`src/rtl/alu_pkg.sv`:
```
// Shared types and constants for the alu_muldiv datapath:
// ALU function codes, mul/div opcodes and the mul/div sequencer states.
package alu_pkg;

    localparam logic [2:0] ALU_F_AND  = 3'b000;
    localparam logic [2:0] ALU_F_OR   = 3'b001;
    localparam logic [2:0] ALU_F_ADD  = 3'b010;
    localparam logic [2:0] ALU_F_SLTU = 3'b011;
    localparam logic [2:0] ALU_F_NOR  = 3'b100;
    localparam logic [2:0] ALU_F_XOR  = 3'b101;
    localparam logic [2:0] ALU_F_SUB  = 3'b110;
    localparam logic [2:0] ALU_F_SLT  = 3'b111;

    typedef enum logic [2:0] {
        ALU_AND  = ALU_F_AND,
        ALU_OR   = ALU_F_OR,
        ALU_ADD  = ALU_F_ADD,
        ALU_SLTU = ALU_F_SLTU,
        ALU_NOR  = ALU_F_NOR,
        ALU_XOR  = ALU_F_XOR,
        ALU_SUB  = ALU_F_SUB,
        ALU_SLT  = ALU_F_SLT
    } alu_op_t;

    typedef enum logic [1:0] {
        MD_MULTU = 2'b00,
        MD_DIVU  = 2'b01,
        MD_MULT  = 2'b10,
        MD_DIV   = 2'b11
    } md_op_t;

    typedef enum logic [1:0] {
        MD_IDLE = 2'b00,
        MD_RUN  = 2'b01,
        MD_FIX  = 2'b10,
        MD_DONE = 2'b11
    } md_state_t;

endpackage

```
`src/rtl/muldiv_seq.sv`:
```
// Iterative multiply/divide engine: shift-add multiply and restoring divide,
// one bit per cycle over WIDTH RUN cycles, then one FIX cycle for sign
// correction and the HI/LO write, then a one-cycle DONE pulse.
// Optional feature macro: ALU_MULDIV_SIGNED_EN enables MULT/DIV signed handling;
// without it MULT behaves as MULTU and DIV as DIVU.
module muldiv_seq
    import alu_pkg::*;
#(
    parameter int WIDTH = 32
) (
    input  logic             clk,
    input  logic             reset,
    input  logic [WIDTH-1:0] a,
    input  logic [WIDTH-1:0] b,
    input  logic             md_start,
    input  logic [1:0]       md_op,
    output logic             md_busy,
    output logic             md_done,
    output logic [WIDTH-1:0] hi,
    output logic [WIDTH-1:0] lo,
    output logic             div_by_zero
);

    localparam int CW = $clog2(WIDTH);

    md_state_t        state_q, state_d;
    logic [CW-1:0]    cnt_q, cnt_d;
    logic             is_div_q, is_div_d;
    logic             sa_q, sa_d;
    logic             sb_q, sb_d;
    logic             bz_q, bz_d;
    logic [WIDTH-1:0] mcand_q, mcand_d;   // multiplicand or divisor magnitude
    logic [WIDTH-1:0] acc_q, acc_d;       // product high half or partial remainder
    logic [WIDTH-1:0] mq_q, mq_d;         // multiplier/product low half or dividend/quotient
    logic [WIDTH-1:0] hi_q, hi_d;
    logic [WIDTH-1:0] lo_q, lo_d;
    logic             dbz_q, dbz_d;
    logic             busy_q, busy_d;
    logic             done_q, done_d;

    md_op_t           op_s;
    logic             is_div_op_s;
    logic             signed_op_s;
    logic [WIDTH:0]   add_s;
    logic [WIDTH:0]   shl_s;
    logic [WIDTH:0]   sub_s;
    logic [2*WIDTH-1:0] prod_s;
    logic [WIDTH-1:0] quo_s;
    logic [WIDTH-1:0] rem_s;

    assign op_s        = md_op_t'(md_op);
    assign is_div_op_s = (op_s == MD_DIVU) || (op_s == MD_DIV);

`ifdef ALU_MULDIV_SIGNED_EN
    assign signed_op_s = (op_s == MD_MULT) || (op_s == MD_DIV);
`else
    assign signed_op_s = 1'b0;
`endif

    // One iteration step: multiply add/shift and divide trial subtraction
    always_comb begin
        add_s = {1'b0, acc_q} + {1'b0, (mq_q[0] ? mcand_q : {WIDTH{1'b0}})};
        shl_s = {acc_q, mq_q[WIDTH-1]};
        sub_s = shl_s - {1'b0, mcand_q};
    end

    // Final results with sign correction; divide by zero forces an all-ones quotient
    always_comb begin
        prod_s = (sa_q ^ sb_q) ? -{acc_q, mq_q} : {acc_q, mq_q};
        quo_s  = bz_q ? {WIDTH{1'b1}} : ((sa_q ^ sb_q) ? -mq_q : mq_q);
        rem_s  = sa_q ? -acc_q : acc_q;
    end

    // Next-state logic of the sequencer
    always_comb begin
        state_d = state_q;
        case (state_q)
            MD_IDLE: begin
                if (md_start) begin
                    state_d = MD_RUN;
                end else begin
                    state_d = MD_IDLE;
                end
            end
            MD_RUN: begin
                if (cnt_q == CW'(WIDTH - 1)) begin
                    state_d = MD_FIX;
                end else begin
                    state_d = MD_RUN;
                end
            end
            MD_FIX:  state_d = MD_DONE;
            MD_DONE: state_d = MD_IDLE;
            default: state_d = MD_IDLE;
        endcase
    end

    // Datapath register updates for each sequencer state
    always_comb begin
        cnt_d    = cnt_q;
        is_div_d = is_div_q;
        sa_d     = sa_q;
        sb_d     = sb_q;
        bz_d     = bz_q;
        mcand_d  = mcand_q;
        acc_d    = acc_q;
        mq_d     = mq_q;
        hi_d     = hi_q;
        lo_d     = lo_q;
        dbz_d    = dbz_q;
        case (state_q)
            MD_IDLE: begin
                if (md_start) begin
                    is_div_d = is_div_op_s;
                    sa_d     = signed_op_s & a[WIDTH-1];
                    sb_d     = signed_op_s & b[WIDTH-1];
                    bz_d     = is_div_op_s && (b == {WIDTH{1'b0}});
                    mq_d     = (signed_op_s && a[WIDTH-1]) ? -a : a;
                    mcand_d  = (signed_op_s && b[WIDTH-1]) ? -b : b;
                    acc_d    = {WIDTH{1'b0}};
                    cnt_d    = {CW{1'b0}};
                    dbz_d    = 1'b0;
                end else begin
                    cnt_d    = cnt_q;
                end
            end
            MD_RUN: begin
                cnt_d = cnt_q + CW'(1);
                if (is_div_q) begin
                    // Restoring step: keep the shifted remainder when the trial goes negative
                    acc_d = sub_s[WIDTH] ? shl_s[WIDTH-1:0] : sub_s[WIDTH-1:0];
                    mq_d  = {mq_q[WIDTH-2:0], ~sub_s[WIDTH]};
                end else begin
                    acc_d = add_s[WIDTH:1];
                    mq_d  = {add_s[0], mq_q[WIDTH-1:1]};
                end
            end
            MD_FIX: begin
                if (is_div_q) begin
                    hi_d  = rem_s;
                    lo_d  = quo_s;
                    dbz_d = bz_q;
                end else begin
                    hi_d  = prod_s[2*WIDTH-1:WIDTH];
                    lo_d  = prod_s[WIDTH-1:0];
                    dbz_d = dbz_q;
                end
            end
            MD_DONE: begin
                cnt_d = cnt_q;
            end
            default: begin
                cnt_d = cnt_q;
            end
        endcase
    end

    // Status outputs decoded from the upcoming state so they leave flops
    always_comb begin
        busy_d = (state_d == MD_RUN) || (state_d == MD_FIX);
        done_d = (state_d == MD_DONE);
    end

    // State and datapath registers with asynchronous reset (aborts any operation)
    always_ff @(posedge clk or posedge reset) begin
        if (reset) begin
            state_q  <= MD_IDLE;
            cnt_q    <= {CW{1'b0}};
            is_div_q <= 1'b0;
            sa_q     <= 1'b0;
            sb_q     <= 1'b0;
            bz_q     <= 1'b0;
            mcand_q  <= {WIDTH{1'b0}};
            acc_q    <= {WIDTH{1'b0}};
            mq_q     <= {WIDTH{1'b0}};
            hi_q     <= {WIDTH{1'b0}};
            lo_q     <= {WIDTH{1'b0}};
            dbz_q    <= 1'b0;
            busy_q   <= 1'b0;
            done_q   <= 1'b0;
        end else begin
            state_q  <= state_d;
            cnt_q    <= cnt_d;
            is_div_q <= is_div_d;
            sa_q     <= sa_d;
            sb_q     <= sb_d;
            bz_q     <= bz_d;
            mcand_q  <= mcand_d;
            acc_q    <= acc_d;
            mq_q     <= mq_d;
            hi_q     <= hi_d;
            lo_q     <= lo_d;
            dbz_q    <= dbz_d;
            busy_q   <= busy_d;
            done_q   <= done_d;
        end
    end

    assign md_busy     = busy_q;
    assign md_done     = done_q;
    assign hi          = hi_q;
    assign lo          = lo_q;
    assign div_by_zero = dbz_q;

endmodule

```
`src/rtl/alu_muldiv.sv`:
```
// Datapath ALU for the multi-cycle MIPS CPU: combinational ALU plus the
// sequential multiply/divide engine (muldiv_seq) that owns HI/LO.
// Optional feature macro: ALU_MULDIV_SIGNED_EN (signed MULT/DIV).
module alu_muldiv
    import alu_pkg::*;
#(
    parameter int WIDTH = 32
) (
    input  logic             clk,
    input  logic             reset,
    input  logic [WIDTH-1:0] a,
    input  logic [WIDTH-1:0] b,
    input  logic [2:0]       f,
    output logic [WIDTH-1:0] y,
    output logic             zero,
    output logic             ovf,
    input  logic             md_start,
    input  logic [1:0]       md_op,
    output logic             md_busy,
    output logic             md_done,
    output logic [WIDTH-1:0] hi,
    output logic [WIDTH-1:0] lo,
    output logic             div_by_zero
);

    logic [WIDTH-1:0] sum_s;
    logic [WIDTH-1:0] diff_s;
    logic             slt_s;
    logic             sltu_s;

    assign sum_s  = a + b;
    assign diff_s = a + ~b + {{(WIDTH-1){1'b0}}, 1'b1};
    assign slt_s  = $signed(a) < $signed(b);
    assign sltu_s = a < b;

    // ALU result select; overflow flagged only for ADD/SUB, y always wraps
    always_comb begin
        y   = {WIDTH{1'b0}};
        ovf = 1'b0;
        case (alu_op_t'(f))
            ALU_AND:  y = a & b;
            ALU_OR:   y = a | b;
            ALU_NOR:  y = ~(a | b);
            ALU_XOR:  y = a ^ b;
            ALU_ADD: begin
                y   = sum_s;
                ovf = (a[WIDTH-1] == b[WIDTH-1]) && (sum_s[WIDTH-1] != a[WIDTH-1]);
            end
            ALU_SUB: begin
                y   = diff_s;
                ovf = (a[WIDTH-1] != b[WIDTH-1]) && (diff_s[WIDTH-1] != a[WIDTH-1]);
            end
            ALU_SLT:  y = {{(WIDTH-1){1'b0}}, slt_s};
            ALU_SLTU: y = {{(WIDTH-1){1'b0}}, sltu_s};
            default: begin
                y   = {WIDTH{1'b0}};
                ovf = 1'b0;
            end
        endcase
    end

    assign zero = (y == {WIDTH{1'b0}});

    muldiv_seq #(
        .WIDTH(WIDTH)
    ) u_muldiv_seq (
        .clk         (clk),
        .reset       (reset),
        .a           (a),
        .b           (b),
        .md_start    (md_start),
        .md_op       (md_op),
        .md_busy     (md_busy),
        .md_done     (md_done),
        .hi          (hi),
        .lo          (lo),
        .div_by_zero (div_by_zero)
    );

endmodule

```
`config.mk`:
```
export PLATFORM = sky130hd
export DESIGN_NAME = alu_muldiv
export DESIGN_NICKNAME = d
export VERILOG_FILES = /design/src/rtl/alu_pkg.sv /design/src/rtl/muldiv_seq.sv /design/src/rtl/alu_muldiv.sv
export SDC_FILE = /design/constraint.sdc
export NUM_CORES = 1
export LEC_CHECK = 0
export ABC_AREA = 1
export CAP_MARGIN = 20
export CORE_MARGIN = 4
export CORE_UTILIZATION = 60
export DETAILED_ROUTE_END_ITERATION = 12
export PLACE_DENSITY_LB_ADDON = 0.1
export SYNTH_ARGS = -nofsm -noshare
export SYNTH_HDL_FRONTEND = slang
export SYNTH_SLANG_ARGS = --single-unit
```
`constraint.sdc`:
```
create_clock -name clk -period 9.97 [get_ports clk]
set_input_delay 0.997 -clock clk [delete_from_list [all_inputs] [get_ports clk]]
set_output_delay 0.997 -clock clk [all_outputs]
set_load 0.05 [all_outputs]
```
# Yosys cells after proc, flatten, opt, wreduce, memory -nomap -nowiden
# Cells that the tools add are included.
# classes
n_eq_ne	22
multipliers	0
n_shift	0
reduce_logical	14
n_lt_le_gt_ge	2
div	0
addsub	6
mux	20
n_bitwise	6
# op_table
op	n
$mux W32	8
$pmux W32 S8	1
$pmux W32 S2	2
$add A32 B32 Y32	2
$logic_not A32 Y1	2
$lt A32 B32 Y1	2
$not A32 Y32	2
$add A32 B32 Y33	1
$sub A33 B32 Y33	1
$add A32 B1 Y32 const B	1
$and A32 B32 Y32	1
$or A32 B32 Y32	1
$xor A32 B32 Y32	1
$eq A3 B3 Y1 const B	4
$eq A2 B2 Y1 const B	5
$pmux W5 S2	1
$pmux W2 S4	1
$eq A2 B1 Y1 const B	3
$eq A3 B2 Y1 const B	2
$add A5 B1 Y5 const B	1
$eq A5 B5 Y1 const B	1
$mux W5	1
$pmux W1 S2	2
$reduce_and A2 Y1	2
other kinds (14)	22
# word_totals
memories	0
latch_bits	0
out_inout_bits	101
mem_bits_rw	0
romBits	0
ff_bits	172
word_cells	82
input_bits	72

# Longest topological paths before layout
# Gate-level depths: netlist of run 1.
# depth
depth_word	6
mapped_depth	22
depth_no_buf	21

# Modules after synthesis
# Synthesis of run 1 repeated with hierarchy kept, for this count alone.
# unflattened
cells_unflattened	3299
hier_area_um2	19432.4
# modules_own_cells
mod	n_inst	cells_per_inst	seq_area_each_um2	area_each_um2
muldiv_seq	1	1887	4304.1	12416.9
alu_muldiv	1	1412	0.0	7015.5

# Least setup slack after synthesis of run 1
# OpenSTA, ideal clock, no wires.
# synth_path
kind	input to output
from	in a[0]
to	out zero
required_time_ns	8.973
setup_slack_ns	5.064
stages	18
n_path_buf	0
t_arrival_ns	3.909
cell_sequence	inv_1 -> ha_1 -> fa_1 -> inv_1 -> nand2_1 -> nand3_1 -> nand2_1 -> nand2_1 -> nand2_1 -> nand2_1 -> nand2_1 -> nand3_1 -> nand4_1 -> nor2_1 -> nand2_1 -> nor2_1 -> nand3_1 -> nor2_1
# synth_between
elab_chain_len	4
word_cells_on_any_way	11
classes_between	add/sub: 3; order compare: 2; mux: 1; bitwise: 4; reduce/logical: 1
# synth_rtl
item	line_no	rtl
start: declaration	alu_muldiv.sv:11	input logic [WIDTH-1:0] a,
$add A32 B32 Y32	alu_muldiv.sv:32	assign diff_s = a + ~b + {{(WIDTH-1){1'b0}}, 1'b1};
$add A32 B1 Y32	alu_muldiv.sv:32	
$pmux W32 S8 *	alu_muldiv.sv:40	case (alu_op_t'(f))
named net y[16]	alu_muldiv.sv:14	output logic [WIDTH-1:0] y,
$logic_not A32 Y1 *	alu_muldiv.sv:62	assign zero = (y == {WIDTH{1'b0}});
end: declaration	alu_muldiv.sv:15	output logic zero,
# The timed path passes the listed nets; every way through them passes the cells marked *.

# Final worst setup path of run 1
# layout_path
from	in a[17]
to	out zero
# layout_between
elab_chain_len	4
word_cells_on_any_way	11
classes_between	add/sub: 3; order compare: 2; mux: 1; bitwise: 4; reduce/logical: 1
# layout_rtl
item	line_no
$add A32 B32 Y32 / $or A32 B32 Y32 (equally long branches)	alu_muldiv.sv:32, alu_muldiv.sv:42, alu_muldiv.sv:43
$add A32 B1 Y32 / $not A32 Y32 (equally long branches)	alu_muldiv.sv:32, alu_muldiv.sv:43
$pmux W32 S8 *	alu_muldiv.sv:40
$logic_not A32 Y1 *	alu_muldiv.sv:62
# Every way passes the cells marked *; elsewhere a longest branch is shown, timed or not.

==> results of run 1 <==
## kinds of logic (layout without fill, tap and decap cells)
kind of cell               count (synthesis)  after routing  share of synthesized area
AOI/OAI and AO/OA                        530            530                      0.160
adders and majority gates                167            167                      0.114
DFF                                      172            172                      0.231
buffers and inverters                    646            756                      0.134
xor gates and xnor gates                  31             31                     0.0146
and+or+nand+nor                         1543           1543                      0.347
## layout make-up
class                           count  area (um^2)  share of cell area
Sequential cell                   172         4310               0.204
Clock buffer                       18          439              0.0208
Timing Repair Buffer              185         1840              0.0869
Clock inverter                     14          145             0.00687
Tap cell                          396          495              0.0234
Inverter                          539         2030              0.0960
Multi-Input combinational cell   2271        11900               0.562
## state kept, by name, summed over array words and instances, names as in the netlist, 2 cells and up
name                  cells
u_muldiv_seq.acc_q       32
u_muldiv_seq.hi          32
u_muldiv_seq.lo          32
u_muldiv_seq.mcand_q     32
u_muldiv_seq.mq_q        32
u_muldiv_seq.cnt_q        5
u_muldiv_seq.state_q      2
## cell usage after synthesis (7+ instances only)
cell,number
nand2_1,894
inv_1,535
nor2_1,263
nand3_1,245
o21ai_0,204
a21oi_1,200
dfrtp_1,172
ha_1,163
clkbuf_1,63
nand4_1,54
buf_2,33
a22oi_1,32
nor3_1,30
xor2_1,23
a221oi_1,17
o21bai_1,14
nand3b_1,12
a211oi_1,11
o21ai_1,11
or2_2,10
a21o_1,9
nor4_1,9
xnor2_1,8
nand2_2,7
## routing by layer
layer	global-route usage	wire, um	vias to the layer above
li1	-	-	10100
met1	0.501	26500	9832
met2	0.663	31700	1355
met3	0.0485	6210	295
met4	0.230	4650	0
met5	0	0	-
## power by group through the flow
stage | logic, mW | registers [mW] | clock network, mW
after global routing | 4.75 | 1.28 | 0.696
after detailed placement | 4.08 | 1.26 | 0
final | 4.30 | 1.25 | 0.666
after CTS | 4.14 | 1.25 | 0.665
after global placement | 3.95 | 1.24 | 0
after floorplan | 3.03 | 1.25 | 0
## tightest hold or removal path, cell delays in order (launching register included)
cell and delay (ns):
dfrtp_1 0.34, nand2_1 0.05, nand2_1 0.04
## worst min-delay path by stage
stage | to | cells past startpoint | from
2_1_floorplan | u_muldiv_seq.cnt_q[4]$_DFFE_PP0P_ | 1 | u_muldiv_seq.cnt_q[4]$_DFFE_PP0P_
3_3_place_gp | u_muldiv_seq.hi[21]$_DFFE_PP0P_ | 2 | u_muldiv_seq.hi[21]$_DFFE_PP0P_
3_5_place_dp | u_muldiv_seq.hi[23]$_DFFE_PP0P_ | 2 | u_muldiv_seq.hi[23]$_DFFE_PP0P_
4_1_cts | u_muldiv_seq.hi[21]$_DFFE_PP0P_ | 2 | u_muldiv_seq.hi[21]$_DFFE_PP0P_
5_1_grt | u_muldiv_seq.hi[21]$_DFFE_PP0P_ | 2 | u_muldiv_seq.hi[21]$_DFFE_PP0P_
6_report | u_muldiv_seq.hi[27]$_DFFE_PP0P_ | 2 | u_muldiv_seq.hi[27]$_DFFE_PP0P_
## per-stage QoR
step | cells | power [mW] | area [um^2]
floorplan | 3089 | 4.28 | 18700
global placement | 3562 | 5.19 | 20500
detailed placement | 3562 | 5.34 | 20500
CTS | 3594 | 6.05 | 21100
global route | 3595 | 6.73 | 21100
finish | 3595 | 6.22 | 21100
==> flow_summary.yaml, run 1 <==
run_status:
  status: "completed"
setup_path:
  path_cells: "clkdlybuf4s50_1 -> inv_1 -> ha_1 -> nand2_1 -> nor2_1 -> inv_1 -> nor2_1 -> nand3b_1 -> nand3_1 -> nand2_1 -> nand3_1 -> nand4_1 -> nor2_1 -> nand2_1 -> nor2_1 -> nand3_1 -> nor2_1 -> clkdlybuf4s50_1"
  path_delay_family: "simple AND/OR/NAND/NOR gates"
  critPathBufInv: 4
  worstReg2RegStart: "u_muldiv_seq.mq_q[31]$_DFFE_PP0P_"
  end_kind: "primary output"
  crit_top_cell: "nor2_1"
  critical_path_class: "in -> out"
  critPathLaunchType: "input pin"
  regToRegSetupSlack_ns: 6.13
  crit_end: "zero"
  crit_path_max_incr_delay_ns: 0.81
  r2r_end: "u_muldiv_seq.acc_q[3]$_DFFE_PP0P_"
  crit_cells: 18
  cp_slowest_cell: "clkdlybuf4s50_1"
  crit_arrival_ns: 5.28
  startpoint: "a[17]"
  critPathMaxFanout: 10
  worstRegToRegCells: 20
  cp.required_ns: 8.97
yosys:
  ys_async_sr_fraction: 1.00
  ys_ff_latch: 172
  synth.area.top_cells: "dfrtp_1 23%, nand2_1 18%, ha_1 11%"
  mappedNetlistArea_mm2: 0.0187
  syn_area_per_cell_um2: 6.04
  seq_area_frac_synth: 0.231
  yosysWarnings: 0
  synthDistinctLibCells: 57
  syn_inst: 3089
  synth_nets: 3328
  synth-edff-count: 0
  synth_top_area_share: 0.231
  yosys_most_used_dff: "dfrtp_1"
  synth_top_cell_by_area: "dfrtp_1"
sta:
  slew_viol_final: 0
  whs_ns: 0.469
  fin_crit_sh: 0.629
  rsz0062_at_grt: "no"
  hold_viol: 0
  fmax_mhz: 159
  finClkSkew_ns: 0.0128
  relSlewSlack: 0.287
  layout_setup_ws_ns: 3.70
  setup_viol: 0
  fin_crit_ns: 6.27
  finalSetupTns_ns: 0
  worstMarginPinSlew_ns: 1.07
finish:
  nets: 3425
  fillers: 2682
  antennaDiodeCount: 0
  syn_to_final_growth_pct: 13.3
  mostFrequentLayoutCell: "nand2_1"
  final_cell_mix: "894 x nand2_1, 533 x inv_1, 260 x nor2_1"
  final_core_util: 0.689
  drive_gt1_frac: 0.0291
routing:
  wl_per_cell_um: 19.2
  wl_um: 69100
  drtIter0Drc: 2627
  vias: 21600
  ant_nets: 0
  vias_per_cell: 6.00
  drc: 0
  firstDrtPassIters: 9
place:
  place_ws_ns: 3.78
  io_buffers: 171
  dpl.hpwl_um: 54000
  gp_congestion: 1.09
cts:
  post_cts_buffers: 0
  cts_buffer_depth: 2
  cts.repair.resized: 0
  cts_num_sinks: 172
  h-tree-depth: 4
  clkSlewWorstSetupHoldPaths_ns: 0.06
  cts_root_buf: "clkbuf_16"
  clock_latency_ns: 0.45
  holdBufCountCts: 0
  numCtsBuffers: 17
  cts_tree: "built"
global_routing:
  grt_pass1_wl_um: 108000
  grt_overflow: 0
  antenna_found_initial: 2
  grt_start_max_net_pins: 101
  grt_pass1_vias: 20500
  grt_usage: 0.399
die:
  die_w_um: 184
  io_pins: 173
  core-area_mm2: 0.0307
  initial_core_util: 0.608
  die_area_mm2: 0.0340
  rows: 64
  fp.dieH_um: 184
power_and_ir_drop:
  p_int_mw: 2.72
  p_comb_frac: 0.692
  power.switching_mw: 3.50
  clock_power_share: 0.107
  power_density_mw_per_mm2: 294
  power_frac_seq: 0.201
  p_leak_nw: 11.4
  ir_drop_mv: 0.209
  sw_frac_of_total: 0.563
worst_hold_path:
  hold_path_class: "reg -> reg"
run:
  maxCapViolCount: 0
(Power assumes the default switching activity.)
==> run 2: changes to the inputs <==
==> constraint.sdc (replaced) <==
create_clock -name clk -period 6.05 [get_ports clk]
set_input_delay 0.605 -clock clk [delete_from_list [all_inputs] [get_ports clk]]
set_output_delay 0.605 -clock clk [all_outputs]
set_load 0.05 [all_outputs]
==> flow_summary.yaml, run 2 (synthesis results as in run 1) <==
die:
  rows: 64
  io_pins: 173
  die_w_um: 184
  core-area_mm2: 0.0307
  initial_core_util: 0.608
  fp.dieH_um: 184
  die_area_mm2: 0.0340
place:
  dpl.hpwl_um: 53700
  io_buffers: 171
  gp_congestion: 1.07
  placed_area_mm2: 0.0205
  dp.cells: 3564
sta:
  finalSetupTns_ns: 0
  fin_crit_ns: 5.50
  relSlewSlack: 0.275
  rsz0062_at_grt: "no"
  setup_viol: 0
  worstMarginPinSlew_ns: 1.09
  hold_viol: 0
  slew_viol_final: 0
  finClkSkew_ns: 0.0127
  fin_crit_sh: 0.908
  fmax_mhz: 182
run:
  maxCapViolCount: 0
setup_path:
  crit_arrival_ns: 4.89
  worstRegToRegCells: 20
  r2r_end: "u_muldiv_seq.acc_q[27]$_DFFE_PP0P_"
  critPathLaunchType: "input pin"
  worstReg2RegStart: "u_muldiv_seq.mq_q[31]$_DFFE_PP0P_"
  critical_path_class: "in -> out"
  critPathMaxFanout: 7
  cp.required_ns: 5.44
  end_kind: "primary output"
  regToRegSetupSlack_ns: 2.23
global_routing:
  antenna_found_initial: 0
  grt_overflow: 0
  grt_start_max_net_pins: 124
  grt_usage: 0.393
  grt_pass1_vias: 20800
  grt_pass1_wl_um: 107000
cts:
  cts_root_buf: "clkbuf_16"
  holdBufCountCts: 0
  cts_buffer_depth: 2
  cts.repair.resized: 0
  numCtsBuffers: 17
  cts_num_sinks: 172
  post_cts_buffers: 0
  clkSlewWorstSetupHoldPaths_ns: 0.08
  clock_latency_ns: 0.46
  h-tree-depth: 4
  cts_tree: "built"
routing:
  ant_nets: 0
  drc: 0
  drtIter0Drc: 2485
  vias_per_cell: 6.05
  firstDrtPassIters: 10
  vias: 21800
  wl_um: 68600
  wl_per_cell_um: 19.1
finish:
  final_cell_mix: "894 x nand2_1, 533 x inv_1, 260 x nor2_1"
  stdcell_count: 3598
  antennaDiodeCount: 0
  stdcell_area_mm2: 0.0212
  drive_gt1_frac: 0.0300
  final_core_util: 0.692
  syn_to_final_growth_pct: 13.7
  mostFrequentLayoutCell: "nand2_1"
  nets: 3428
  fillers: 2739
run_status:
  status: "completed"
power_and_ir_drop:
  power_density_mw_per_mm2: 486
  ir_drop_mv: 0.316
  p_leak_nw: 11.4
worst_hold_path:
  hold_path_class: "in -> async"
==> run 2: cell types whose count changed in the layout (fill, tap and decap cells not counted), sizes merged <==
| cell | change |
|---|---|
| clkinv | -2 |
| inv | -1 |
| clkinvlp | +2 |
| bufinv | +2 |
| buf | +3 |
| clkbuf | -1 |
==> run 2: layout make-up <==
cell class / instances / area (um^2) / area share
multi-input combinational: 2271 / 11900 / 0.560
sequential: 172 / 4310 / 0.203
inverter: 539 / 2030 / 0.0956
timing repair buffer: 188 / 1880 / 0.0886
tap: 396 / 495 / 0.0234
clock buffer: 17 / 425 / 0.0201
clock inverter: 15 / 200 / 0.00944
==> run 2: where the power goes <==
part           internal [mW]  leakage, nW  total, mW  switching [mW]
clock                  0.631        0.295       1.17           0.539
combinational           2.33         9.11       7.06            4.73
sequential              1.59         1.97       2.07           0.483
==> run 2: worst max path at each step <==
stage	startpoint	end	slack (ns)	depth (start not counted)
global route	b[6]	zero	0.32	21
CTS	b[2]	zero	0.74	20
global placement	a[6]	zero	0.73	21
detailed placement	b[2]	zero	0.77	21
finish	b[6]	zero	0.55	21
floorplan	reset	u_muldiv_seq.acc_q[0]$_DFFE_PP0P_	0.78	1
==> run 2: metrics by stage <==
stage | total power [mW] | worst slack (ns) | hold WS, ns
final | 10.3 | 0.554 | 0.439
after global routing | 11.1 | 0.316 | 0.466
after CTS | 10.0 | 0.744 | 0.474
after detailed placement | 8.79 | 0.766 | 0.457
after global placement | 8.52 | 0.733 | 0.453
after floorplan | 7.06 | 0.785 | 0.473
==> run 2: layer usage <==
layer | vias up | global-route usage | wire length, um
li1 | 10100 | - | -
met1 | 9962 | 0.471 | 25700
met2 | 1369 | 0.674 | 32000
met3 | 320 | 0.0551 | 6180
met4 | 0 | 0.228 | 4750
met5 | - | 0 | 0
==> run 2: critical path, stage by stage <==
cell	delay [ns]
clkdlybuf4s50_1	0.61
inv_1	0.20
ha_1	0.42
nor2_1	0.26
nand2_1	0.15
inv_1	0.08
nand2_1	0.05
nand2_1	0.21
nand2_1	0.10
nand2_1	0.14
nand3_1	0.18
nand2_1	0.14
nand2_1	0.05
nand3_1	0.07
nand2_1	0.07
nand2_1	0.08
nand2_1	0.05
nor2_1	0.24
nand3_1	0.23
nor2_1	0.14
clkdlybuf4s50_1	0.81
